### src/rtl/data_cache_pkg.sv
// Shared types and geometry helpers for the direct-mapped write-through data cache.
package data_cache_pkg;

  typedef enum logic [1:0] {
    IDLE  = 2'd0,
    FILL  = 2'd1,
    WRITE = 2'd2,
    WDONE = 2'd3
  } state_t;

  function automatic int idx_width(input int nlines);
    return $clog2(nlines);
  endfunction

  function automatic int tag_width(input int nbits, input int nlines);
    return nbits - 2 - $clog2(nlines);
  endfunction

endpackage

### src/rtl/data_cache_sat_counter.sv
// Saturating event counter; holds at all-ones instead of wrapping.
module sat_counter #(
  parameter int W = 8
) (
  input  logic         clock,
  input  logic         reset,
  input  logic         inc,
  output logic [W-1:0] count
);

  always_ff @(posedge clock) begin
    if (reset)
      count <= '0;
    else if (inc && (count != {W{1'b1}}))
      count <= count + {{(W-1){1'b0}}, 1'b1};
  end

endmodule

### src/rtl/data_cache.sv
// Direct-mapped, write-through, no-write-allocate cache with one-word lines.
// Stalls the CPU on load misses and on every store while the backing RAM handshake completes.
module data_cache
  import data_cache_pkg::*;
#(
  parameter int NBITS  = 8,
  parameter int NLINES = 4,
  parameter int CNTW   = 8
) (
  input  logic             clock,
  input  logic             reset,
  input  logic             cpu_rd,
  input  logic             cpu_wr,
  input  logic [NBITS-3:0] cpu_addr,
  input  logic [NBITS-1:0] cpu_wdata,
  output logic [NBITS-1:0] cpu_rdata,
  output logic             stall,
  output logic             mem_req,
  output logic             mem_we,
  output logic [NBITS-3:0] mem_addr,
  output logic [NBITS-1:0] mem_wdata,
  input  logic [NBITS-1:0] mem_rdata,
  input  logic             mem_ack,
  output logic [CNTW-1:0]  hit_cnt,
  output logic [CNTW-1:0]  miss_cnt
);

  localparam int AW   = NBITS - 2;
  localparam int IDXW = idx_width(NLINES);
  localparam int TAGW = tag_width(NBITS, NLINES);

  state_t r_state;
  state_t w_next;

  logic [NLINES-1:0] r_valid;
  logic [TAGW-1:0]   r_tag  [NLINES];
  logic [NBITS-1:0]  r_data [NLINES];
  logic              r_fill_done;
  logic [AW-1:0]     r_mem_addr;
  logic [NBITS-1:0]  r_mem_wdata;

  logic [IDXW-1:0] w_idx;
  logic [TAGW-1:0] w_tag;
  logic            w_hit;
  logic [IDXW-1:0] w_lidx;
  logic [TAGW-1:0] w_ltag;
  logic            w_lhit;

  logic w_latch_addr;
  logic w_latch_wdata;
  logic w_hit_inc;
  logic w_miss_inc;
  logic w_fill;
  logic w_wupd;

  assign w_idx  = cpu_addr[IDXW-1:0];
  assign w_tag  = cpu_addr[AW-1:IDXW];
  assign w_hit  = r_valid[w_idx] && (r_tag[w_idx] == w_tag);
  assign w_lidx = r_mem_addr[IDXW-1:0];
  assign w_ltag = r_mem_addr[AW-1:IDXW];
  assign w_lhit = r_valid[w_lidx] && (r_tag[w_lidx] == w_ltag);

  assign cpu_rdata = r_data[w_idx];
  assign mem_addr  = r_mem_addr;
  assign mem_wdata = r_mem_wdata;

  always_ff @(posedge clock) begin
    if (reset)
      r_state <= IDLE;
    else
      r_state <= w_next;
  end

  always_comb begin
    w_next        = r_state;
    stall         = 1'b0;
    mem_req       = 1'b0;
    mem_we        = 1'b0;
    w_latch_addr  = 1'b0;
    w_latch_wdata = 1'b0;
    w_hit_inc     = 1'b0;
    w_miss_inc    = 1'b0;
    w_fill        = 1'b0;
    w_wupd        = 1'b0;
    case (r_state)
      IDLE: begin
        if (cpu_wr) begin
          stall         = 1'b1;
          w_latch_addr  = 1'b1;
          w_latch_wdata = 1'b1;
          w_next        = WRITE;
        end else if (cpu_rd) begin
          if (w_hit) begin
            // The held load that follows a fill is not a fresh hit.
            w_hit_inc = ~r_fill_done;
          end else begin
            stall        = 1'b1;
            w_latch_addr = 1'b1;
            w_miss_inc   = 1'b1;
            w_next       = FILL;
          end
        end
      end
      FILL: begin
        mem_req = 1'b1;
        stall   = 1'b1;
        if (mem_ack) begin
          w_fill = 1'b1;
          w_next = IDLE;
        end
      end
      WRITE: begin
        mem_req = 1'b1;
        mem_we  = 1'b1;
        stall   = 1'b1;
        if (mem_ack) begin
          w_wupd = w_lhit;
          w_next = WDONE;
        end
      end
      WDONE: begin
        // Store retires here; returning to IDLE unconditionally keeps the held cpu_wr from reissuing.
        w_next = IDLE;
      end
      default: w_next = IDLE;
    endcase
  end

  always_ff @(posedge clock) begin
    if (reset) begin
      r_valid     <= '0;
      r_fill_done <= 1'b0;
      r_mem_addr  <= '0;
      r_mem_wdata <= '0;
    end else begin
      if (w_fill)
        r_valid[w_lidx] <= 1'b1;
      if (w_fill)
        r_fill_done <= 1'b1;
      else if (r_state == IDLE)
        r_fill_done <= 1'b0;
      if (w_latch_addr)
        r_mem_addr <= cpu_addr;
      if (w_latch_wdata)
        r_mem_wdata <= cpu_wdata;
    end
  end

  always_ff @(posedge clock) begin
    if (w_fill) begin
      r_data[w_lidx] <= mem_rdata;
      r_tag[w_lidx]  <= w_ltag;
    end else if (w_wupd) begin
      r_data[w_lidx] <= r_mem_wdata;
    end
  end

  sat_counter #(.W(CNTW)) u_hit_cnt (
    .clock (clock),
    .reset (reset),
    .inc   (w_hit_inc),
    .count (hit_cnt)
  );

  sat_counter #(.W(CNTW)) u_miss_cnt (
    .clock (clock),
    .reset (reset),
    .inc   (w_miss_inc),
    .count (miss_cnt)
  );

endmodule

### config.mk
export PLATFORM = sky130hd
export DESIGN_NAME = data_cache
export DESIGN_NICKNAME = d
export VERILOG_FILES = /design/src/rtl/data_cache_pkg.sv /design/src/rtl/data_cache_sat_counter.sv /design/src/rtl/data_cache.sv
export SDC_FILE = /design/constraint.sdc
export NUM_CORES = 1
export LEC_CHECK = 0
export ABC_AREA = 1
export CORE_MARGIN = 2
export CORE_UTILIZATION = 53
export CTS_CLUSTER_SIZE = 40
export DETAILED_ROUTE_END_ITERATION = 7
export PLACE_DENSITY_LB_ADDON = 0.05
export REMOVE_ABC_BUFFERS = 1
export SETUP_SLACK_MARGIN = 0.5
export SLEW_MARGIN = 20
export SYNTH_ARGS = -nofsm -noshare
export SYNTH_HDL_FRONTEND = slang
export SYNTH_SLANG_ARGS = --single-unit
### constraint.sdc
create_clock -name clock -period 2.49 [get_ports clock]
set_input_delay 0.3735 -clock clock [delete_from_list [all_inputs] [get_ports clock]]
set_output_delay 0.3735 -clock clock [all_outputs]
set_load 0.1 [all_outputs]
==> flow_results.org, run 1 <==
** STA
- The final max-slew violation count was 0.
- Timing would allow up to 416 MHz.
- Setup total negative slack on the finished layout was measured at 0 ns.
- For the final database, setup skew stands at 0.00871 ns.
- Subtracting the final worst setup slack from the clock period gives 2.40 ns.
- Fin crit share :: 96.4%
- At the pin with the least slew margin, the transition time is 0.698 ns.
- Number of hold-slack violations in the final timing report :: 0
- Setup repair after global routing could not meet its margin everywhere.
- Headroom to the max-slew limit came out at 53.4%.
- Setup violations remaining at the end of the flow were counted as 0.
- The worst path meets setup with 0.0888 ns of slack.

** Clocking
- Count of hold-fix buffers inserted at cts :: 0
- Number of buffers added by the clock tree synthesis step :: 9
- TritonCTS built the clock tree.
- Clock-pin slew was measured on the worst setup and hold paths at 0.09 ns.
- In this run the number of H-tree levels came out at 3.
- The tree is rooted in a clkbuf_8.
- Worst-skew pair later-pin latency :: 0.37 ns
- Clock buffer depth :: 2
- Number of sinks handled by clock tree synthesis :: 87

** Run
- Max-cap violations in this run came to 0.

** Synth
- Dominant synthesized flop cell :: edfxtp_1
- Flip-flop and latch count after synthesis :: 87
- Library cell occupying the most area in the post-synthesis netlist :: edfxtp_1
- Post-synthesis simple-gate area fraction :: 27.4%
- Summing the areas of all xor and xnor instances in the mapped netlist gives 1.72% of the synthesized area.
- Area contributors post-synth :: edfxtp_1 (35%), dfxtp_1 (19%), nand2_1 (11%), nor2_1 (7.6%), o21ai_0 (4.5%)
- Dominant combinational cell family by area after synthesis :: simple AND/OR/NAND/NOR gates
- Count of flip-flops with a built-in enable after synthesis :: 48
- In the synthesized netlist, the cells that appear most often are nand2_1 (115), nor2_1 (83), edfxtp_1 (48), dfxtp_1 (39), o21ai_0 (37).
- Summing every instance area after synthesis gives 4080 sq um.
- Post-synthesis adder-cell area fraction :: 1.84%
- Synthesis handed over a netlist of 481 instances.
- Averaged over all synthesized cells, the footprint is 8.47 sq um.
- Multiplexer area fraction after synthesis :: 0%
- The top cell type by area accounts for 35.4% of the synthesized area.
- nand2_1 is the most common cell in the netlist.
- Async set or reset register ratio after synthesis :: 0%
- The Yosys step of the flow raised 0 warnings.
- Compound-cell area share of the yosys netlist :: 8.44%
- Portion of the post-synthesis area used by sequential elements :: 54.5%
- The number of different library cells used by synthesis comes to 32.

** Place
- Routability-driven placement finished with a final weighted congestion of 0.894.
- Worst slack after detailed placement :: -0.196 ns
- Input and output buffers added on the ports amount to 67.
- DP Wirelength :: 7.20 mm

** Cells and area
- Fraction of layout cells with a size suffix above 1 :: 31.9%
- Area growth, synth to finish :: 40.6%
- The final layout contains 629 nets.
- The number of antenna diodes in the final layout is 0.

** Global routing
- For this run, the total global-route usage over all layers was measured as 24.8%.
- The first global-routing pass estimated 16.3 mm of wire.
- Entering global routing, the biggest net connects 25 pins.
- The initial antenna violation count was 0.
- Number of global-route vias before repair :: 3416
- Total congestion overflow :: 0

** Route
- For this run, design rule violations remaining after detail routing come to 0.
- Count of vias placed by the detailed router :: 3741
- Total wire length after detailed routing :: 10.9 mm
- Per-cell via count in the routed design :: 5.34
- Wire per inst :: 15.5 microns
- For this run, the detailed router's first-pass iteration total came to 5.
- In this run the remaining antenna-violating nets after routing total 0.
- After the first detailed-routing iteration, the DRC count stood at 317.

** Min path
- The tightest min-delay check is of the in2reg type.
- The worst hold path was traced through 3 stages.
- The worst hold path terminates at mem_addr[2].
- In this run the most critical hold path is launched from cpu_addr[2].

** Critical path
- R2R depth :: 17
- Data on the critical path is required at its endpoint by 2.12 ns.
- Worst setup slack for register-to-register paths :: 0.16 ns
- Worst Setup Start Kind :: flop
- The worst setup path is captured at an output port.
- Of all nets on the critical path, the largest fanout is 2.
- R2R Path End :: u_hit_cnt.count[6]
- The critical path is of the reg2out type.
- Data arrival, critical path :: 2.03 ns
- The startpoint identified for the worst register-to-register timing path is r_tag[2][2].

** Power
- The share of total power dissipated in the clock network is 18.2%.
- Power spread over the standard cell area amounts to 871 nW/um^2.
- Reg power frac :: 37.0%
- Max rail drop VDD :: 1.40 mV
- Portion of total power attributed to combinational logic :: 44.8%
- Total design power :: 4.99 mW
- Switching portion of total power :: 45.4%
- Internal power comes to 2.73 mW.
- Reported leakage power :: 2.41 nW
- Sw power :: 2.26 mW

** Die
- In this run the count of I/O pins placed on the die edge is 68.
- Area of the placeable core :: 7370 sq um
- For this configuration, the core starts out at a cell density of 55.3%.
- Horiz. Die Dim :: 91.7 microns
- Total number of placement rows :: 31
- Vert. Die Dim :: 91.7 microns
- DIE AREA :: 8410 sq um

** Status
- The run finished with clean final reports.
-- critical path: stages (launching register included) --
cell and delay (ns):
edfxtp_1 0.43, nand2_1 0.11, nand3_2 0.09, nand3b_1 0.10, nand2_1 0.09, nor2_4 0.13
nand3_4 0.11, nand2_4 0.08, inv_4 0.04, nand2_4 0.06, nand2_4 0.04, o21bai_1 0.12
inv_1 0.09, buf_12 0.17
-- cell type report --
cell class	count	area [sq um]
Sequential cell	87	2240
Tap cell	99	124
Clock buffer	9	124
Clock inverter	7	56.3
Multi-Input combinational cell	340	1890
Inverter	43	179
Fill cell	490	1640
Timing Repair Buffer	115	1110
-- metal layers --
| metal | global-route usage [%] | up-vias | share of wire (%) |
|---|---|---|---|
| met2 | 41.4 | 139 | 52 |
| met5 | 0 | - | 0 |
| met3 | 5.09 | 15 | 6.3 |
| li1 | - | 1817 | - |
| met4 | 10.6 | 0 | 1.6 |
| met1 | 31.3 | 1770 | 40 |
-- sequential cells by signal, indices dropped and copies added (netlist names), named ones only --
signal            count
u_miss_cnt.count      8
mem_wdata             8
r_valid               4
r_fill_done           1
r_state               2
mem_addr              6
r_tag                16
r_data               32
u_hit_cnt.count       8
-- layout by cell type, fill, tap and decap left out, drive strengths merged --
cell and n:
o22ai 8, ha 6, and3 1, inv 45, nand4 7, bufbuf 1, dlygate4sd2 1, clkdlybuf4s50 23
a211oi 1, xor2 5, clkdlybuf4s15 1, buf 88, o21bai 1, clkbuf 10, a21oi 13, dfxtp 39
clkinvlp 2, nor2 91, o21ai 40, edfxtp 48, xnor2 3, nand3 36, clkinv 3, nand3b 3
nand2 120, o211ai 1, a31oi 1, nor3 3
-- timing repair --
action                                  in CTS  in global routing
hold endpoints to repair                     0                  0
endpoints found under the setup margin      91                 87
resized for setup                           27                 87
pin swaps                                   22                 39
setup buffers                                9                 16
gates cloned                                 1                  1
-- power by group through the flow --
stage | sequential (mW) | combinational [mW] | clock, mW
2_1_floorplan | 2.29 | 0.933 | 0
6_report | 1.85 | 2.23 | 0.910
5_1_grt | 1.87 | 2.35 | 0.985
3_3_place_gp | 1.85 | 1.91 | 0
4_1_cts | 1.82 | 2.02 | 0.917
3_5_place_dp | 1.85 | 1.93 | 0
-- cell families after synthesis --
| group | after synthesis |
|---|---|
| simple gates | 260 |
| compound gates | 65 |
| buf+inv | 55 |
| xor+xnor | 8 |
| fa+ha+maj | 6 |
| flops | 87 |
-- how the worst max path moves through the flow --
stage                            from           end  slack [ns]  depth (start not counted)
after global placement    cpu_addr[0]         stall       -0.14                         17
after detailed placement  cpu_addr[0]         stall       -0.20                         17
after global routing      r_tag[1][2]         stall       -0.02                         13
after floorplan           mem_addr[1]  r_data[1][0]       -0.10                          8
final                     r_tag[2][2]         stall        0.09                         13
after CTS                 r_tag[2][3]         stall        0.12                         14
-- metrics by stage --
stage               instances  hold slack, ns  utilization [%]  instance area (sq um)
detailed placement        657           0.465             67.6                   4980
floorplan                 469           0.434                -                   4000
global route              700           0.467             77.8                   5730
finish                    700           0.444             77.8                   5730
global placement          657           0.448             67.6                   4980
CTS                       683           0.440             72.2                   5320
No activity file was read; power rests on OpenSTA's default activity.
==> inputs of run 2 (changes only) <==
--- a/config.mk
+++ b/config.mk
@@ -7,7 +7,7 @@
 export LEC_CHECK = 0
 export ABC_AREA = 1
 export CORE_MARGIN = 2
-export CORE_UTILIZATION = 53
+export CORE_UTILIZATION = 48
 export CTS_CLUSTER_SIZE = 40
 export DETAILED_ROUTE_END_ITERATION = 7
 export PLACE_DENSITY_LB_ADDON = 0.05
==> constraint.sdc (replaced) <==
create_clock -name clock -period 2 [get_ports clock]
set_input_delay 0.3 -clock clock [delete_from_list [all_inputs] [get_ports clock]]
set_output_delay 0.3 -clock clock [all_outputs]
set_load 0.1 [all_outputs]
==> run 2 against run 1 <==
Compared with the run above:
- the flow now finishes with violations (negative setup slack)
- combinational power rose by 66%
- clock power increased by 35%
- count of clock-buffer cells in the layout did not move
- critical path type is now reg2reg
- critical endpoint is now u_hit_cnt.count[7]
- highest routed layer unchanged
==> flow_results.org, run 2 (synthesized netlist as in run 1, its figures left out) <==
** Die
- Once the floorplan was initialized, standard cells occupied 49.6% of the core.
- Vert. Die Dim :: 96.2 microns
- DIE AREA :: 9250 sq um
- Total number of placement rows :: 33
- The die is 96.2 microns wide.
- The region available for standard cell placement spans 8220 sq um.
- Number of primary I/O pins :: 68

** Min path
- The min-delay analysis places its worst path in the category in2reg.
- The worst hold path begins at cpu_addr[0].

** Route
- The final layout contains routed wiring with a total length of 13.0 mm.
- Dividing the detail-routed wire length by the instance count gives 17.1 microns.
- In this run, the number of DRC markers left after iteration 0 of detailed routing was 260.
- Pre-Repair DR Iteration Count :: 6
- The count of nets left with antenna violations once routing finished came out at 0.
- For this run, design rule violations remaining after detail routing come to 0.
- The detailed router placed 4054 vias in this run.
- Per-cell via count in the routed design :: 5.34

** Cells and area
- Cells with a size suffix above 1 make up 48.2% of the layout.
- In the final design database the tool counted 682 nets.
- Antenna fix cells :: 0
- In the layout the commonest cells are buf_4 (80), nand2_1 (70), nor2_1 (61), edfxtp_1 (48), buf_6 (37).
- Counting flops per register, the top entry is r_data.
- Flip-flop count of the largest register, all copies and words added :: 32
- The library cell used most frequently in the layout, excluding fill and tap cells, is buf_4.
- Top Registers :: r_data x32, r_tag x16
- From synthesis to final layout, the design area changed by 68.3%.

** Clocking
- The clock reaches the later pin of the worst-skew pair after 0.37 ns.
- Clock H-tree levels :: 3
- TritonCTS built the clock tree.
- Number of buffers added by the clock tree synthesis step :: 9
- After clock tree synthesis, the clock-pin slew on the worst setup and hold paths is 0.10 ns.
- For this design, the sink count on the clock tree is 87.
- CTS root buf :: clkbuf_8
- Clock buffer depth :: 2
- Count of hold-fix buffers inserted at cts :: 0

** Critical path
- The critical path is of the reg2reg type.
- Category of cells accounting for the largest share of critical-path delay :: simple AND/OR/NAND/NOR gates
- The number of buffers and inverters on the critical path is 8.
- In this run the worst path has a maximum fanout of 5.
- Reg-to-reg startpoint :: r_tag[0][2]
- STA classifies the critical path startpoint as a flop.
- The most critical setup path has its startpoint at r_tag[0][2].
- Data arrival, critical path :: 2.76 ns
- STA puts the critical path data required time at 2.27 ns.
- Kind of end point of the critical path :: flop
- Most common cell type on the critical path :: buf_6
- Delay of the slowest cell on the worst path :: 0.43 ns
- The signal on the critical path passes through nand2_1 > nand3_2 > nand3b_1 > nand2_2 > nor2_4 > buf_6 > buf_6 > buf_6 > buf_6 > buf_6 > buf_6 > buf_6 > buf_6 > nand4_1 > nor2_4 > nand4_1 > nand2_1 > nor2_1.
- CP max stage cell :: edfxtp_1

** Place
- After legalization and detailed placement, the total HPWL measured 7.26 mm.
- Buffers placed on the I/O ports in this run total 67.
- Routability congestion estimate :: 0.901
- At the placement stage, the worst setup path has a slack of -0.537 ns.

** Power
- Dividing total power by cell area gives a power density of 1050 nW/um^2.
- Switching portion of total power :: 44.5%
- In this run the power spent charging and discharging nets is 3.19 mW.
- IR analysis of the VDD net gives a maximum drop of 1.71 mV.
- The internal power of the cells totals 3.98 mW.
- Portion of total power attributed to combinational logic :: 51.6%
- Total power for the finished layout comes to 7.17 mW.
- Sequential cells account for 31.3% of the total power.
- Reported leakage power :: 2.89 nW
- Relative contribution of the clock network to total power :: 17.1%

** Run
- Max-cap violations in this run came to 0.

** Global routing
- The first global-routing pass estimated 18.6 mm of wire.
- Total track usage :: 27.0%
- Antenna violations before repair :: 0
- Number of global-route vias before repair :: 3793
- Entering global routing, the biggest net connects 25 pins.
- Summed over all layers, the global routing overflow is 0.

** STA
- In this run the tightest slew margin relative to its limit is 43.3%.
- For the pin with the worst max-slew slack, the measured transition is 0.849 ns.
- Number of hold-slack violations in the final timing report :: 0
- Unrepaired setup endpoints after global routing :: yes
- In the finished design, the share of the clock period the worst path needs comes to 125%.
- The final max-slew violation count is 0.
- Final worst path period need :: 2.49 ns
- Final worst setup slack :: -0.495 ns
- The tightest hold path in the finished design has a slack of 0.397 ns.
- Setup violations remaining at the end of the flow were counted as 47.
- Timing would allow up to 401 MHz.
- The clock arrives with 0.0130 ns of skew.

** Status
- The flow ran to the end, but the final reports show violations.
- The checks that failed: negative setup slack.
-- run 2: power groups by stage --
stage               Clock [mW]  Sequential, mW  Combinational [mW]
detailed placement           0            2.25                2.77
CTS                       1.24            2.22                3.31
global route              1.32            2.26                3.87
finish                    1.23            2.24                3.70
global placement             0            2.24                2.75
floorplan                    0            2.85                1.16
-- run 2: metrics by stage --
step	std cells	util, %	instance area [sq um]	setup TNS, ns
3_3_place_gp	694	64.0	5260	-9.20
5_1_grt	759	83.5	6860	-8.03
4_1_cts	746	75.8	6220	-1.54
6_report	759	83.5	6860	-3.51
3_5_place_dp	694	64.0	5260	-10.91
2_1_floorplan	469	-	4000	-37.74
-- run 2: what timing repair did --
item                                   CTS  global route
buffers inserted                        31            12
endpoints found under the hold margin    0             0
setup endpoints to repair              112           130
resized for setup                      144           134
gates cloned                             5             1
pin swaps                               49            43
-- run 2: metal layers --
metal  track usage [%]  vias up  part of all wire, %
met3              3.60       37                  5.0
met5                 0        -                    0
met1              34.2     1941                   40
met2              46.5      139                   52
li1                  -     1937                    -
met4              10.8        0                  3.2
-- run 2: final timing paths --
kind,to,slack (ns),cells past startpoint
worst max-delay path,u_hit_cnt.count[7],-0.49,18
worst min register to register,r_fill_done,0.48,2
worst max register to register,u_hit_cnt.count[7],-0.49,18
worst min-delay path,mem_addr[0],0.40,5
-- run 2: final cells by class --
| type | instances | area, sq um |
|---|---|---|
| inverters | 43 | 199 |
| clock buffers | 9 | 124 |
| flip-flops and latches | 87 | 2230 |
| fillers | 435 | 1360 |
| clock inverters | 7 | 68.8 |
| well taps | 105 | 131 |
| multi-input cells | 339 | 2260 |
| repair buffers | 169 | 1840 |
-- run 2: tightest hold or removal path: stages --
cell	delay (ns)
buf_8	0.08
buf_12	0.10
buf_16	0.12
nor2_4	0.04
nor2_2	0.08
